==> src/rtl/pipe_stall_ctrl_if.sv <==
// pipe_stall_ctrl_if: hazard inputs and stall/flush/status outputs of the stall controller.
interface pipe_stall_ctrl_if #(
  parameter int NUM_STAGES = 5,
  parameter int REG_AW = 4,
  parameter int CNT_W = 16
);
  logic i_hit;
  logic d_hit;
  logic mem_op;
  logic accel_stall;
  logic mem_re_ex;
  logic mem_we_id;
  logic [REG_AW-1:0] dst_addr;
  logic [REG_AW-1:0] p0_addr;
  logic [REG_AW-1:0] p1_addr;
  logic p0_vld;
  logic p1_vld;
  logic send;
  logic full;
  logic [1:0] cnt_sel;
  logic cnt_clr;
  logic [NUM_STAGES-1:0] stall;
  logic idex_flush;
  logic [CNT_W-1:0] cnt_out;
  logic stall_timeout;
  modport master (
    output i_hit, d_hit, mem_op, accel_stall, mem_re_ex, mem_we_id,
    output dst_addr, p0_addr, p1_addr, p0_vld, p1_vld, send, full, cnt_sel, cnt_clr,
    input  stall, idex_flush, cnt_out, stall_timeout
  );
  modport slave (
    input  i_hit, d_hit, mem_op, accel_stall, mem_re_ex, mem_we_id,
    input  dst_addr, p0_addr, p1_addr, p0_vld, p1_vld, send, full, cnt_sel, cnt_clr,
    output stall, idex_flush, cnt_out, stall_timeout
  );
endinterface

==> src/rtl/pipe_stall_ctrl.sv <==
// pipe_stall_ctrl: prioritises hazard causes into per-stage stall/flush, with multi-cycle
// load-use bubbles, per-cause saturating stall counters and a full-freeze watchdog.
module pipe_stall_ctrl #(
  parameter int NUM_STAGES = 5,
  parameter int ID_IDX = 2,
  parameter int REG_AW = 4,
  parameter int LOAD_LAT = 1,
  parameter int STORE_FWD = 1,
  parameter int CNT_W = 16,
  parameter int WDOG_CYCLES = 1024
) (
  input logic clk,
  input logic rst_n,
  pipe_stall_ctrl_if.slave bus
);
  typedef enum logic [2:0] {C_NONE, C_IMISS, C_DMISS, C_LU, C_SPART} cause_t;
  localparam int FW = $clog2(WDOG_CYCLES + 1);
  localparam logic [NUM_STAGES-1:0] LU_MASK = NUM_STAGES'((1 << ID_IDX) - 1);
  localparam logic [NUM_STAGES-1:0] SP_MASK = NUM_STAGES'((1 << (ID_IDX + 1)) - 1);
  localparam logic [3:0] LU_INIT = 4'(LOAD_LAT - 1);
  localparam logic [FW-1:0] WD_MAX = FW'(WDOG_CYCLES);
  localparam logic [FW-1:0] WD_LAST = FW'(WDOG_CYCLES - 1);
  cause_t cause;
  logic [3:0] lu_cnt, lu_cnt_nxt;
  logic lu_hz, lu_act, frz;
  logic [3:0] inc;
  logic [CNT_W-1:0] cnt [4];
  logic [FW-1:0] frz_cnt;
  logic timeout;
  always_comb begin
    lu_hz = lu_cnt == 4'd0 && bus.mem_re_ex && !(STORE_FWD != 0 && bus.mem_we_id) &&
            ((bus.p0_vld && bus.dst_addr == bus.p0_addr) || (bus.p1_vld && bus.dst_addr == bus.p1_addr));
    lu_act = lu_hz || lu_cnt != 4'd0;
    cause = !bus.i_hit ? C_IMISS :
            ((bus.mem_op && !bus.d_hit) || bus.accel_stall) ? C_DMISS :
            lu_act ? C_LU :
            (bus.send && bus.full) ? C_SPART : C_NONE;
    // a miss leaves the bubble count untouched so the sequence resumes afterwards
    lu_cnt_nxt = cause != C_LU ? lu_cnt : lu_cnt == 4'd0 ? LU_INIT : lu_cnt - 4'd1;
    inc = {cause == C_SPART, cause == C_LU, cause == C_DMISS, cause == C_IMISS};
    frz = bus.stall[NUM_STAGES-1];
  end
  assign bus.stall = (cause == C_IMISS || cause == C_DMISS) ? {NUM_STAGES{1'b1}} :
                     cause == C_LU ? LU_MASK :
                     cause == C_SPART ? SP_MASK : {NUM_STAGES{1'b0}};
  assign bus.idex_flush = cause == C_LU;
  assign bus.cnt_out = cnt[bus.cnt_sel];
  assign bus.stall_timeout = timeout;
  always_ff @(posedge clk or negedge rst_n)
    if (!rst_n) lu_cnt <= 4'd0;
    else lu_cnt <= lu_cnt_nxt;
  always_ff @(posedge clk or negedge rst_n)
    if (!rst_n) for (int i = 0; i < 4; i++) cnt[i] <= '0;
    else for (int i = 0; i < 4; i++)
      cnt[i] <= bus.cnt_clr ? '0 : (inc[i] && cnt[i] != '1) ? cnt[i] + 1'b1 : cnt[i];
  always_ff @(posedge clk or negedge rst_n)
    if (!rst_n) begin
      frz_cnt <= '0;
      timeout <= 1'b0;
    end else begin
      frz_cnt <= !frz ? '0 : frz_cnt == WD_MAX ? frz_cnt : frz_cnt + 1'b1;
      timeout <= !bus.cnt_clr && (timeout || (frz && frz_cnt == WD_LAST));
    end
endmodule

==> src/flat_wrapper.sv <==
// flat-port wrapper written by rule: the top's interface ports become plain ports
module pipe_stall_ctrl_flat 
#(
  parameter int NUM_STAGES = 5,
  parameter int ID_IDX = 2,
  parameter int REG_AW = 4,
  parameter int LOAD_LAT = 1,
  parameter int STORE_FWD = 1,
  parameter int CNT_W = 16,
  parameter int WDOG_CYCLES = 1024
)
  (clk, rst_n, bus_i_hit, bus_d_hit, bus_mem_op, bus_accel_stall, bus_mem_re_ex, bus_mem_we_id, bus_dst_addr, bus_p0_addr, bus_p1_addr, bus_p0_vld, bus_p1_vld, bus_send, bus_full, bus_cnt_sel, bus_cnt_clr, bus_stall, bus_idex_flush, bus_cnt_out, bus_stall_timeout);
  pipe_stall_ctrl_if #(.NUM_STAGES(NUM_STAGES), .REG_AW(REG_AW), .CNT_W(CNT_W)) bus_i ();
  input logic clk;
  input logic rst_n;
  input wire logic [$bits(bus_i.i_hit)-1:0] bus_i_hit;
  input wire logic [$bits(bus_i.d_hit)-1:0] bus_d_hit;
  input wire logic [$bits(bus_i.mem_op)-1:0] bus_mem_op;
  input wire logic [$bits(bus_i.accel_stall)-1:0] bus_accel_stall;
  input wire logic [$bits(bus_i.mem_re_ex)-1:0] bus_mem_re_ex;
  input wire logic [$bits(bus_i.mem_we_id)-1:0] bus_mem_we_id;
  input wire logic [$bits(bus_i.dst_addr)-1:0] bus_dst_addr;
  input wire logic [$bits(bus_i.p0_addr)-1:0] bus_p0_addr;
  input wire logic [$bits(bus_i.p1_addr)-1:0] bus_p1_addr;
  input wire logic [$bits(bus_i.p0_vld)-1:0] bus_p0_vld;
  input wire logic [$bits(bus_i.p1_vld)-1:0] bus_p1_vld;
  input wire logic [$bits(bus_i.send)-1:0] bus_send;
  input wire logic [$bits(bus_i.full)-1:0] bus_full;
  input wire logic [$bits(bus_i.cnt_sel)-1:0] bus_cnt_sel;
  input wire logic [$bits(bus_i.cnt_clr)-1:0] bus_cnt_clr;
  output wire logic [$bits(bus_i.stall)-1:0] bus_stall;
  output wire logic [$bits(bus_i.idex_flush)-1:0] bus_idex_flush;
  output wire logic [$bits(bus_i.cnt_out)-1:0] bus_cnt_out;
  output wire logic [$bits(bus_i.stall_timeout)-1:0] bus_stall_timeout;
  assign bus_i.i_hit = bus_i_hit;
  assign bus_i.d_hit = bus_d_hit;
  assign bus_i.mem_op = bus_mem_op;
  assign bus_i.accel_stall = bus_accel_stall;
  assign bus_i.mem_re_ex = bus_mem_re_ex;
  assign bus_i.mem_we_id = bus_mem_we_id;
  assign bus_i.dst_addr = bus_dst_addr;
  assign bus_i.p0_addr = bus_p0_addr;
  assign bus_i.p1_addr = bus_p1_addr;
  assign bus_i.p0_vld = bus_p0_vld;
  assign bus_i.p1_vld = bus_p1_vld;
  assign bus_i.send = bus_send;
  assign bus_i.full = bus_full;
  assign bus_i.cnt_sel = bus_cnt_sel;
  assign bus_i.cnt_clr = bus_cnt_clr;
  assign bus_stall = bus_i.stall;
  assign bus_idex_flush = bus_i.idex_flush;
  assign bus_cnt_out = bus_i.cnt_out;
  assign bus_stall_timeout = bus_i.stall_timeout;
  pipe_stall_ctrl #(.NUM_STAGES(NUM_STAGES), .ID_IDX(ID_IDX), .REG_AW(REG_AW), .LOAD_LAT(LOAD_LAT), .STORE_FWD(STORE_FWD), .CNT_W(CNT_W), .WDOG_CYCLES(WDOG_CYCLES)) u_core (.clk(clk), .rst_n(rst_n), .bus(bus_i));
endmodule
==> config.mk <==
export PLATFORM = sky130hd
export DESIGN_NAME = pipe_stall_ctrl_flat
export DESIGN_NICKNAME = d
export VERILOG_FILES = /design/src/rtl/pipe_stall_ctrl_if.sv /design/src/rtl/pipe_stall_ctrl.sv /design/src/flat_wrapper.sv
export SDC_FILE = /design/constraint.sdc
export NUM_CORES = 1
export LEC_CHECK = 0
export ABC_AREA = 1
export CORE_UTILIZATION = 40
export CTS_BUF_LIST = sky130_fd_sc_hd__clkbuf_8
export CTS_CLUSTER_SIZE = 10
export DETAILED_ROUTE_END_ITERATION = 12
export SLEW_MARGIN = 25
export SYNTH_ARGS = -nofsm -noshare
export SYNTH_HDL_FRONTEND = slang
export SYNTH_SLANG_ARGS = --single-unit
==> constraint.sdc <==
create_clock -name clk -period 2 [get_ports clk]
set_clock_uncertainty 0.2 [all_clocks]
set_input_delay 0.4 -clock clk [delete_from_list [all_inputs] [get_ports clk]]
set_output_delay 0.4 -clock clk [all_outputs]
set_load 0.02 [all_outputs]
# Yosys cells after proc, flatten, opt, wreduce, memory -nomap -nowiden
# Cells that the tools add are included.
# W data, S select, Z words.
# classes
add_sub_neg	6
magnitude_cmp	1
n_eq_ne	14
n_mux	21
bitwise	1
reduce_logical	27
# op_table
cell	n
$mux W16	10
$add A16 B1 Y16 const B	4
$ne A16 B16 Y1 const B	4
$bmux W16 S2	1
$mux W11	2
$mux W3	5
$logic_and A1 B1 Y1	13
$add A11 B1 Y11 const B	1
$eq A11 B10 Y1 const B	1
$eq A11 B11 Y1 const B	1
$mux W5	2
$eq A4 B4 Y1	2
$reduce_bool A2 Y1	4
$eq A3 B2 Y1 const B	2
$logic_or A1 B1 Y1	5
$logic_not A4 Y1	1
$mux W4	1
$reduce_bool A4 Y1	1
$sub A4 B1 Y4 const B	1
$eq A3 B1 Y1 const B	1
$eq A3 B3 Y1 const B	1
$ge A3 B3 Y1 const B	1
$logic_not A1 Y1	3
$ne A3 B2 Y1 const B	1
2 further kinds	2
# totals
register_bits	80
wordCells	77

# Longest topological paths before layout
# Gate-level depths: netlist of run 1.
# logic_depth
depth_word	15
ltp_mapped	13
ltp_nobuf	12

# Worst setup path after synthesis of run 1
# OpenSTA, ideal clock, no wires.
# synth_path
path_type	input to output
from	in bus_dst_addr[1]
to	out bus_stall[1]
t_arrival_ps	1444
setup_slack_ps	-44
cell_stages	12
path_buffers	1
cell_sequence	inv_1 -> nand2_1 -> nand2_1 -> nor2_1 -> nand3_1 -> nand2_1 -> nand2_1 -> nand2_1 -> inv_1 -> nand2_1 -> nand3_1 -> buf_4
# synth_between
elab_chain_len	12
word_cells_on_any_way	18
cone_classes	6 x eq/ne; 6 x mux; 6 x reduce/logical
# synth_lines
item	line	source
start, declared	flat_wrapper.sv:22	input wire logic [$bits(bus_i.dst_addr)-1:0] bus_dst_addr;
$eq A4 B4 Y1	pipe_stall_ctrl.sv:32	((bus.p0_vld && bus.dst_addr == bus.p0_addr) || (bus.p1_vld && bus.dst_addr == bus.p1_addr));
$logic_and A1 B1 Y1	pipe_stall_ctrl.sv:32	
$logic_or A1 B1 Y1 (*)	pipe_stall_ctrl.sv:32	
$logic_and A1 B1 Y1 (*)	pipe_stall_ctrl.sv:31	lu_hz = lu_cnt == 4'd0 && bus.mem_re_ex && !(STORE_FWD != 0 && bus.mem_we_id) &&
$logic_or A1 B1 Y1 (*)	pipe_stall_ctrl.sv:33	lu_act = lu_hz || lu_cnt != 4'd0;
$mux W3 (*)	pipe_stall_ctrl.sv:36	lu_act ? C_LU :
$mux W3 (*)	pipe_stall_ctrl.sv:35	((bus.mem_op && !bus.d_hit) || bus.accel_stall) ? C_DMISS :
$mux W3 (*)	pipe_stall_ctrl.sv:34	cause = !bus.i_hit ? C_IMISS :
$eq A3 B3 Y1	pipe_stall_ctrl.sv:45	cause == C_SPART ? SP_MASK : {NUM_STAGES{1'b0}};
$mux W3	pipe_stall_ctrl.sv:45	
$mux W5	pipe_stall_ctrl.sv:44	cause == C_LU ? LU_MASK :
$mux W5 (*)	pipe_stall_ctrl.sv:43	assign bus.stall = (cause == C_IMISS || cause == C_DMISS) ? {NUM_STAGES{1'b1}} :
end, declared	flat_wrapper.sv:31	output wire logic [$bits(bus_i.stall)-1:0] bus_stall;
# Every way passes the cells marked *; elsewhere a longest branch is shown, timed or not.

# Worst setup path in the final report of run 1
# layout_path
from	reg u_core.lu_cnt[1]
to	out bus_stall[0]
# layout_between
elab_chain_len	12
word_cells_on_any_way	17
cone_classes	4 x eq/ne; 6 x mux; 7 x reduce/logical
# layout_lines
item	line	source
start, declared	pipe_stall_ctrl.sv:24	logic [3:0] lu_cnt, lu_cnt_nxt;
start signal, assigned	pipe_stall_ctrl.sv:51	else lu_cnt <= lu_cnt_nxt;
$logic_not A4 Y1	pipe_stall_ctrl.sv:31	
$logic_and A1 B1 Y1 (3 in series)	pipe_stall_ctrl.sv:31	
$logic_or A1 B1 Y1 (*)	pipe_stall_ctrl.sv:33	
$mux W3 (*)	pipe_stall_ctrl.sv:36	
$mux W3 (*)	pipe_stall_ctrl.sv:35	
$mux W3 (*)	pipe_stall_ctrl.sv:34	
$eq A3 B3 Y1	pipe_stall_ctrl.sv:45	
$mux W3	pipe_stall_ctrl.sv:45	
$mux W5	pipe_stall_ctrl.sv:44	
$mux W5 (*)	pipe_stall_ctrl.sv:43	
# Marked as above.

==> results of run 1 <==
==> where the power goes <==
part / switching [mW] / total [mW] / internal, mW
clock network: 0.637 / 1.12 / 0.478
registers: 0.0720 / 1.76 / 1.69
logic: 0.449 / 0.798 / 0.349
total: 1.16 / 3.67 / 2.52
==> worst max-delay path, stage by stage (launching register included) <==
cell and delay (ps):
dfrtp_1 400, nor2_2 130, nand2_1 90, nor2_2 120, nand2_2 90, inv_2 80, nand2_2 60, nand3_2 90
buf_6 120
==> worst max path at each step <==
| stage | to | slack [ps] | depth (start not counted) |
|---|---|---|---|
| 2_1_floorplan | bus_cnt_out[3] | 30 | 4 |
| 3_3_place_gp | bus_cnt_out[8] | -1000 | 7 |
| 3_5_place_dp | bus_cnt_out[8] | -1050 | 7 |
| 4_1_cts | bus_stall[0] | -160 | 8 |
| 5_1_grt | bus_stall[1] | -260 | 13 |
| 6_report | bus_stall[0] | -160 | 8 |
==> synth_stat cells, types with 2 or more instances <==
library cell and count:
nand3_1 79, clkbuf_1 16, buf_2 5, buf_4 6
nor2_2 3, inv_1 72, nor2_4 2, a21oi_2 4
nand2_2 5, buf_6 2, nor3_1 20, o21ai_0 40
o31ai_1 6, nor2_1 96, xnor2_1 11, o21ai_1 4
nand3_2 2, o21a_1 2, nor3_2 2, dfrtp_1 80
o22ai_1 8, xor2_1 27, nand2_1 205, a21oi_1 44
ha_1 6, nor4_1 2, nand4_1 15
==> routing by layer <==
layer | global-route usage | vias to the layer above | wire length, µm
li1 | - | 2874 | -
met1 | 0.308 | 2733 | 7330
met2 | 0.395 | 150 | 7920
met3 | 0.0344 | 37 | 769
met4 | 0.116 | 0 | 511
met5 | 0 | - | 0
==> state kept, by name (all words and copies together) (netlist names) <==
| register | cells |
|---|---|
| u_core.bus.stall_timeout | 1 |
| u_core.cnt | 64 |
| u_core.lu_cnt | 4 |
| u_core.frz_cnt | 11 |
==> stage by stage <==
step | setup TNS [ps] | setup slack (ps)
finish | -549 | -156
global route | -1450 | -256
CTS | -642 | -162
detailed placement | -35460 | -1050
global placement | -33200 | -1000
floorplan | 0 | 29.7
==> final cells by class <==
type | count | share of cell area
tap | 176 | 0.0291
inverter | 74 | 0.0377
timing repair buffer | 189 | 0.220
clock inverter | 6 | 0.00479
clock buffer | 10 | 0.0182
sequential | 80 | 0.265
multi-input combinational | 594 | 0.426
==> kinds of logic after synthesis <==
group | count (synthesis)
fa+ha+maj | 6
mux | 1
simple gates | 437
xor+xnor | 39
compound gates | 111
buf+inv | 105
flops | 80
==> timing repair <==
action                                 CTS  global route
setup endpoints to repair               50            72
hold buffers                             1             0
pin swaps                               23            27
setup buffers                            5            18
cloned                                   3             1
endpoints found under the hold margin   26             0
resized for setup                      182            73
==> results.cfg, run 1 <==
[drt]
drt-total-wl_um = 16500
drt_iter0_markers = 331
num_vias = 5794
wl_per_cell_um = 14.6
via_per_inst = 5.13
ant_nets = 0
first_pass_iters = 6
drc = 0

[power_and_ir_drop]
leakage_nw = 3.66
vdd_drop_max_mv = 0.308
p_total_mw = 3.67
p_per_area_mw_per_mm2 = 485

[grt]
gr-total-overflow = 0
grt_max_degree = 39
antenna_found_initial = 0
grt_usage = 0.240
grt_pass1_vias = 5431
grt_pass1_wl_um = 26300

[synthesis]
ys_ff_latch = 80
synth_xor_area_frac = 0.0649
synth_edf_count = 0
synth_compound_gate_area_share = 0.113
postSynthCellCount = 779
syn_nets = 812
ys_types = 42
yosys.area_share.simple = 0.351
synthAdderAreaFrac = 0.0139
avgSynthCellArea_um2 = 6.91
ys_warn_count = 0
ys_top_cells_by_area = dfrtp_1 37%, nand2_1 14%, nand3_1 7.3%
syn_area_mm2 = 0.00538
synth_top_area_frac = 0.372
ys_seq_area_frac = 0.372
ys.flop_type = dfrtp_1
ys_async_sr_fraction = 1.00
synth_top_area_cell = dfrtp_1
synth_top_family_by_area = simple AND/OR/NAND/NOR gates
synth_mux_area_frac = 0.00186

[final_layout]
drive_gt1_frac = 0.278
num-fill-cells = 1256
final-seq-area_mm2 = 0.00200
final_common_cell = nand2_1
area_delta_synth_final_pct = 40.6
final_cell_mix = 196 x nand2_1, 135 x buf_4, 90 x nor2_1
diodes = 0
stdcell_count = 1129
utilization = 0.574
layout.nets = 981
finish.instance_area_mm2 = 0.00757
multiInputGateArea_mm2 = 0.00322

[setup_path]
required_ps = 1400
critPathKind = reg -> out
timing.critical_path.fanout_max = 3
reg2reg_depth = 9
startpoint_type = register
crit_start = u_core.lu_cnt[1]
crit_path_end_kind = output port
arrival_ps = 1560
rr_startpoint = u_core.cnt[48]
reg2reg_slack_ps = -10
rr_endpoint = u_core.cnt[63]

[placed_design]
portBuffers = 49
dp_hpwl_um = 12100
postPlaceCellArea_mm2 = 0.00683
dp_cells = 1085
gp_congestion = 0.928

[clock_tree]
cts_sinks = 80
cts_tree = yes
insertion_delay_ps = 370
h-tree-depth = 3
root_buffer = clkbuf_8
clock_path_buffers = 2
clkTransAtPathRegs_ps = 90
cts-buffers-inserted = 9

[timing]
fin_crit_ps = 2160
rsz0062_at_grt = yes
slew_viol_final = 0
max_slew_margin = 0.690
hold_ws_ps = 309
max_freq_mhz = 464
setup_violations = 6
tightest_slew_ps = 462
worst_slack_ps = -156
report.final.hold_viol_count = 0
timing.final.crit_share = 1.08

[floorplan]
row_count = 42
die_x_um = 118
coreArea_mm2 = 0.0132
pin_count = 50
die_area_mm2 = 0.0139
start_util = 0.408
die_y_um = 118

[worst_hold_path]
min_path_type = in -> async

[run_status]
outcome = complete, but fails checks
violations = setup timing

[flow_run]
max-cap-violations = 0
(Power assumes the default switching activity.)
==> inputs of run 2 (changes only) <==
--- a/config.mk
+++ b/config.mk
@@ -8,8 +8,9 @@
 export ABC_AREA = 1
 export CORE_UTILIZATION = 40
 export CTS_BUF_LIST = sky130_fd_sc_hd__clkbuf_8
-export CTS_CLUSTER_SIZE = 10
+export CTS_CLUSTER_SIZE = 28
 export DETAILED_ROUTE_END_ITERATION = 12
+export RECOVER_POWER = 100
 export SLEW_MARGIN = 25
 export SYNTH_ARGS = -nofsm -noshare
 export SYNTH_HDL_FRONTEND = slang
==> constraint.sdc (replaced) <==
create_clock -name clk -period 2.1 [get_ports clk]
set_clock_uncertainty 0.2 [all_clocks]
set_input_delay 0.42 -clock clk [delete_from_list [all_inputs] [get_ports clk]]
set_output_delay 0.42 -clock clk [all_outputs]
set_load 0.02 [all_outputs]
==> results.cfg, run 2 (synthesis results as in run 1) <==
[final_layout]
stdcell_count = 1107
max_flop_register = u_core.cnt
final-seq-area_mm2 = 0.00200
final_cell_mix = 201 x nand2_1, 111 x buf_4, 94 x nor2_1
multiInputGateArea_mm2 = 0.00306
area_delta_synth_final_pct = 33.4
reg_top3 = u_core.cnt x64, u_core.frz_cnt x11, u_core.lu_cnt x4
finish.instance_area_mm2 = 0.00718
layout.nets = 959
largest_register_ffs = 64
utilization = 0.544
diodes = 0
final_common_cell = nand2_1
num-fill-cells = 1268
drive_gt1_frac = 0.224

[grt]
grt_pass1_wl_um = 26800
gr-total-overflow = 0
grt_pass1_vias = 5519
grt_max_degree = 48
antenna_found_initial = 0
grt_usage = 0.243

[timing]
max_slew_margin = 0.217
fin_crit_ps = 2210
setup-tns-final_ps = -376
worst_slack_ps = -108
hold_ws_ps = 327
tightest_slew_ps = 1170
report.final.hold_viol_count = 0
slew_viol_final = 0
setup_violations = 4
max_freq_mhz = 453
timing.final.crit_share = 1.05
rsz0062_at_grt = yes

[worst_hold_path]
min_path_type = reg -> reg

[floorplan]
start_util = 0.408
die_area_mm2 = 0.0139
die_y_um = 118
coreArea_mm2 = 0.0132
pin_count = 50
row_count = 42
die_x_um = 118

[placed_design]
dp_cells = 1074
gp_congestion = 0.926
portBuffers = 49
dp_hpwl_um = 11800
postPlaceCellArea_mm2 = 0.00677

[clock_tree]
h-tree-depth = 3
cts_tree = yes
insertion_delay_ps = 380
cts-buffers-inserted = 9
clkTransAtPathRegs_ps = 90
root_buffer = clkbuf_8
clock_path_buffers = 2
cts_sinks = 80

[power_and_ir_drop]
vdd_drop_max_mv = 0.246
p_per_area_mw_per_mm2 = 485
leakage_nw = 3.44

[drt]
via_per_inst = 5.20
drc = 0
num_vias = 5755
drt_iter0_markers = 329
first_pass_iters = 7
ant_nets = 0
wl_per_cell_um = 14.7
drt-total-wl_um = 16200

[setup_path]
critPathKind = reg -> out
crit_path_end_kind = output port
path_cells = nor2_2 -> nand2_1 -> nor2_2 -> nand2_2 -> inv_2 -> nand2_2 -> nand3_2 -> buf_6
slowest_delay_ps = 400
slowest_stage = dfrtp_1
timing.critical_path.fanout_max = 3
required_ps = 1480
arrival_ps = 1590
startpoint_type = register

[flow_run]
max-cap-violations = 0

[run_status]
outcome = complete, but fails checks
violations = setup timing
## run 2: cell types whose count changed in the layout (fill, tap and decap cells not counted), moves of 4 or more
cell / previous run / this run
nand3_1: 73 / 78
nand2_1: 196 / 201
buf_4: 135 / 111
nor2_1: 90 / 94
o21ai_4: 4 / 0
inv_1: 59 / 67
nand3_2: 7 / 3
buf_2: 5 / 9
inv_2: 13 / 6
nand2_2: 9 / 5
clkdlybuf4s15_2: 6 / 2
## run 2: routing by layer
layer,vias to the layer above,share of wire,track usage,routed length (µm)
met5,-,0,0,0
met4,0,0.029,0.103,467
met3,33,0.049,0.0349,789
met2,178,0.48,0.414,7860
met1,2718,0.44,0.306,7100
li1,2826,-,-,-
## run 2: worst max-delay path: cells and delay by family, from the launching register on
kind / cells / cell delay (ps)
buffers and inverters: 2 / 190
and+or+nand+nor: 6 / 610
DFF: 1 / 400
## run 2: final cells by class
| type | instances | area share |
|---|---|---|
| multi-input cells | 594 | 0.426 |
| clock buffers | 10 | 0.0192 |
| inverters | 74 | 0.0387 |
| repair buffers | 167 | 0.200 |
| well taps | 176 | 0.0307 |
| clock inverters | 6 | 0.00610 |
| flip-flops and latches | 80 | 0.279 |
## run 2: what timing repair did
action	4_1_cts	5_1_grt
hold buffers	1	0
setup endpoints to repair	22	78
pin swaps	15	10
gates resized for setup	172	21
cloned	1	1
buffers inserted	10	6
hold endpoints to repair	18	0
## run 2: power breakdown
group          internal (mW)  switching [mW]
clock network          0.466           0.637
registers               1.61          0.0657
logic                  0.295           0.410
total                   2.37            1.11
## run 2: worst paths after layout
check / depth (start not counted) / to / slack (ps) / start
setup / recovery: 8 / bus_stall[1] / -110 / u_core.lu_cnt[1]
hold / removal: 2 / u_core.bus.stall_timeout / 330 / u_core.bus.stall_timeout
setup reg to reg: 10 / u_core.cnt[35] / 110 / u_core.cnt[32]
hold reg to reg: 2 / u_core.bus.stall_timeout / 330 / u_core.bus.stall_timeout
max in group asynchronous: 3 / u_core.cnt[25] / 260 / rst_n
min in group asynchronous: 2 / u_core.lu_cnt[3] / 590 / rst_n
## run 2: metrics by stage
step	total power [mW]	setup WS [ps]
floorplan	2.07	15.8
global placement	2.36	-843
detailed placement	2.38	-881
CTS	3.49	-55.1
global route	3.66	-232
finish	3.48	-108
==> inputs of run 3 (changes only) <==
--- a/config.mk
+++ b/config.mk
@@ -6,7 +6,8 @@
 export NUM_CORES = 1
 export LEC_CHECK = 0
 export ABC_AREA = 1
-export CORE_UTILIZATION = 40
+export CAP_MARGIN = 20
+export CORE_UTILIZATION = 30
 export CTS_BUF_LIST = sky130_fd_sc_hd__clkbuf_8
 export CTS_CLUSTER_SIZE = 28
 export DETAILED_ROUTE_END_ITERATION = 12
==> results.cfg, run 3 (synthesis results as in run 1) <==
[run_status]
outcome = complete, but fails checks
violations = setup timing

[setup_path]
arrival_ps = 1570
crit_path_end_kind = output port
required_ps = 1480
crit_buf_inv = 2
crit_top_cell = nand2_2
startpoint_type = register
worst-path-stages = 8
path_cells = nor2_4 -> nand2_2 -> nor2_4 -> nand2_2 -> inv_2 -> nand2_2 -> nand3_2 -> buf_6
critPathKind = reg -> out
cp_top_family = simple AND/OR/NAND/NOR gates
reg2reg_slack_ps = -10
reg2reg_depth = 9
slowest_delay_ps = 420
slowest_stage = dfrtp_1
timing.critical_path.fanout_max = 3

[power_and_ir_drop]
switching_power_mw = 1.13
pwr-share-clk = 0.314
p_sw_frac = 0.322
p_per_area_mw_per_mm2 = 479
comb_power_share = 0.207
vdd_drop_max_mv = 0.304
sequentialPowerShare = 0.479
leakage_nw = 3.49
p_total_mw = 3.50
internal_power_mw = 2.37

[clock_tree]
clkTransAtPathRegs_ps = 90
clock_path_buffers = 2
root_buffer = clkbuf_8
cts_tree = yes
insertion_delay_ps = 380
cts-buffers-inserted = 9
h-tree-depth = 3
cts_sinks = 80

[drt]
via_per_inst = 4.81
drc = 0
wl_per_cell_um = 14.4
first_pass_iters = 5
drt_iter0_markers = 394
num_vias = 5585
ant_nets = 0
drt-total-wl_um = 16700

[timing]
fin_crit_ps = 2190
setup_violations = 7
worst_slack_ps = -90.8
max_slew_margin = 0.548
hold_ws_ps = 300
report.final.hold_viol_count = 0
timing.final.crit_share = 1.04
max_freq_mhz = 456
slew_viol_final = 0
setup-tns-final_ps = -306
tightest_slew_ps = 673
rsz0062_at_grt = yes

[final_layout]
drive_gt1_frac = 0.251
largest_register_ffs = 64
layout.nets = 963
finish.instance_area_mm2 = 0.00732
stdcell_count = 1160
max_flop_register = u_core.cnt
utilization = 0.420
diodes = 0
reg_top3 = u_core.cnt x64, u_core.frz_cnt x11, u_core.lu_cnt x4
final_common_cell = nand2_1
area_delta_synth_final_pct = 35.9
final_cell_mix = 195 x nand2_1, 118 x buf_4, 90 x nor2_1

[grt]
antenna_found_initial = 0
grt_usage = 0.186
grt_max_degree = 30
grt_pass1_vias = 5116
grt_pass1_wl_um = 26400
gr-total-overflow = 0

[worst_hold_path]
whs_path_depth = 4
min_path_type = in -> reg

[placed_design]
dp_cells = 1125
postPlaceCellArea_mm2 = 0.00681
dp_hpwl_um = 12300
portBuffers = 49
gp_congestion = 0.882
dp_worst_setup_slack_ps = -916

[floorplan]
coreArea_mm2 = 0.0174
die_y_um = 136
pin_count = 50
row_count = 48
start_util = 0.309
die_area_mm2 = 0.0185
die_x_um = 136

[flow_run]
max-cap-violations = 0
-- run 3: per-layer routing --
layer	global-route usage	share of wire	up-vias
li1	-	-	2861
met1	0.251	0.48	2593
met2	0.294	0.46	112
met3	0.0440	0.044	19
met4	0.0562	0.021	0
met5	0	0	-
-- run 3: power groups by stage --
stage	Sequential, mW	Combinational, mW	Clock [mW]
after floorplan	1.69	0.376	0
after global placement	1.70	0.677	0
after detailed placement	1.71	0.688	0
after CTS	1.67	0.705	1.13
after global routing	1.68	0.806	1.20
final	1.68	0.726	1.10
-- run 3: cell type report --
class	count	area, µm²
Inverter	74	280
Tap cell	225	282
Sequential cell	80	2000
Clock inverter	6	45.0
Fill cell	1807	10100
Timing Repair Buffer	170	1420
Multi-Input combinational cell	595	3150
Clock buffer	10	138
-- run 3: timing repair --
action	CTS	global route
setup buffers	4	11
setup endpoints to repair	23	46
hold endpoints to repair	24	0
gates cloned	1	2
gates resized for setup	170	50
hold buffers	1	0
pin swaps	20	20
-- run 3: final timing paths --
path | startpoint | to
worst max-delay path | u_core.lu_cnt[0] | bus_stall[1]
worst min-delay path | bus_cnt_clr | u_core.cnt[42]
worst max register to register | u_core.cnt[49] | u_core.cnt[61]
worst min register to register | u_core.cnt[32] | u_core.cnt[32]
max in group asynchronous | rst_n | u_core.cnt[55]
min in group asynchronous | rst_n | u_core.cnt[8]
-- run 3: tightest hold or removal path, cell delays in order --
cell and delay [ps]:
buf_2 90, inv_2 180, nand2_1 130, a21oi_1 30
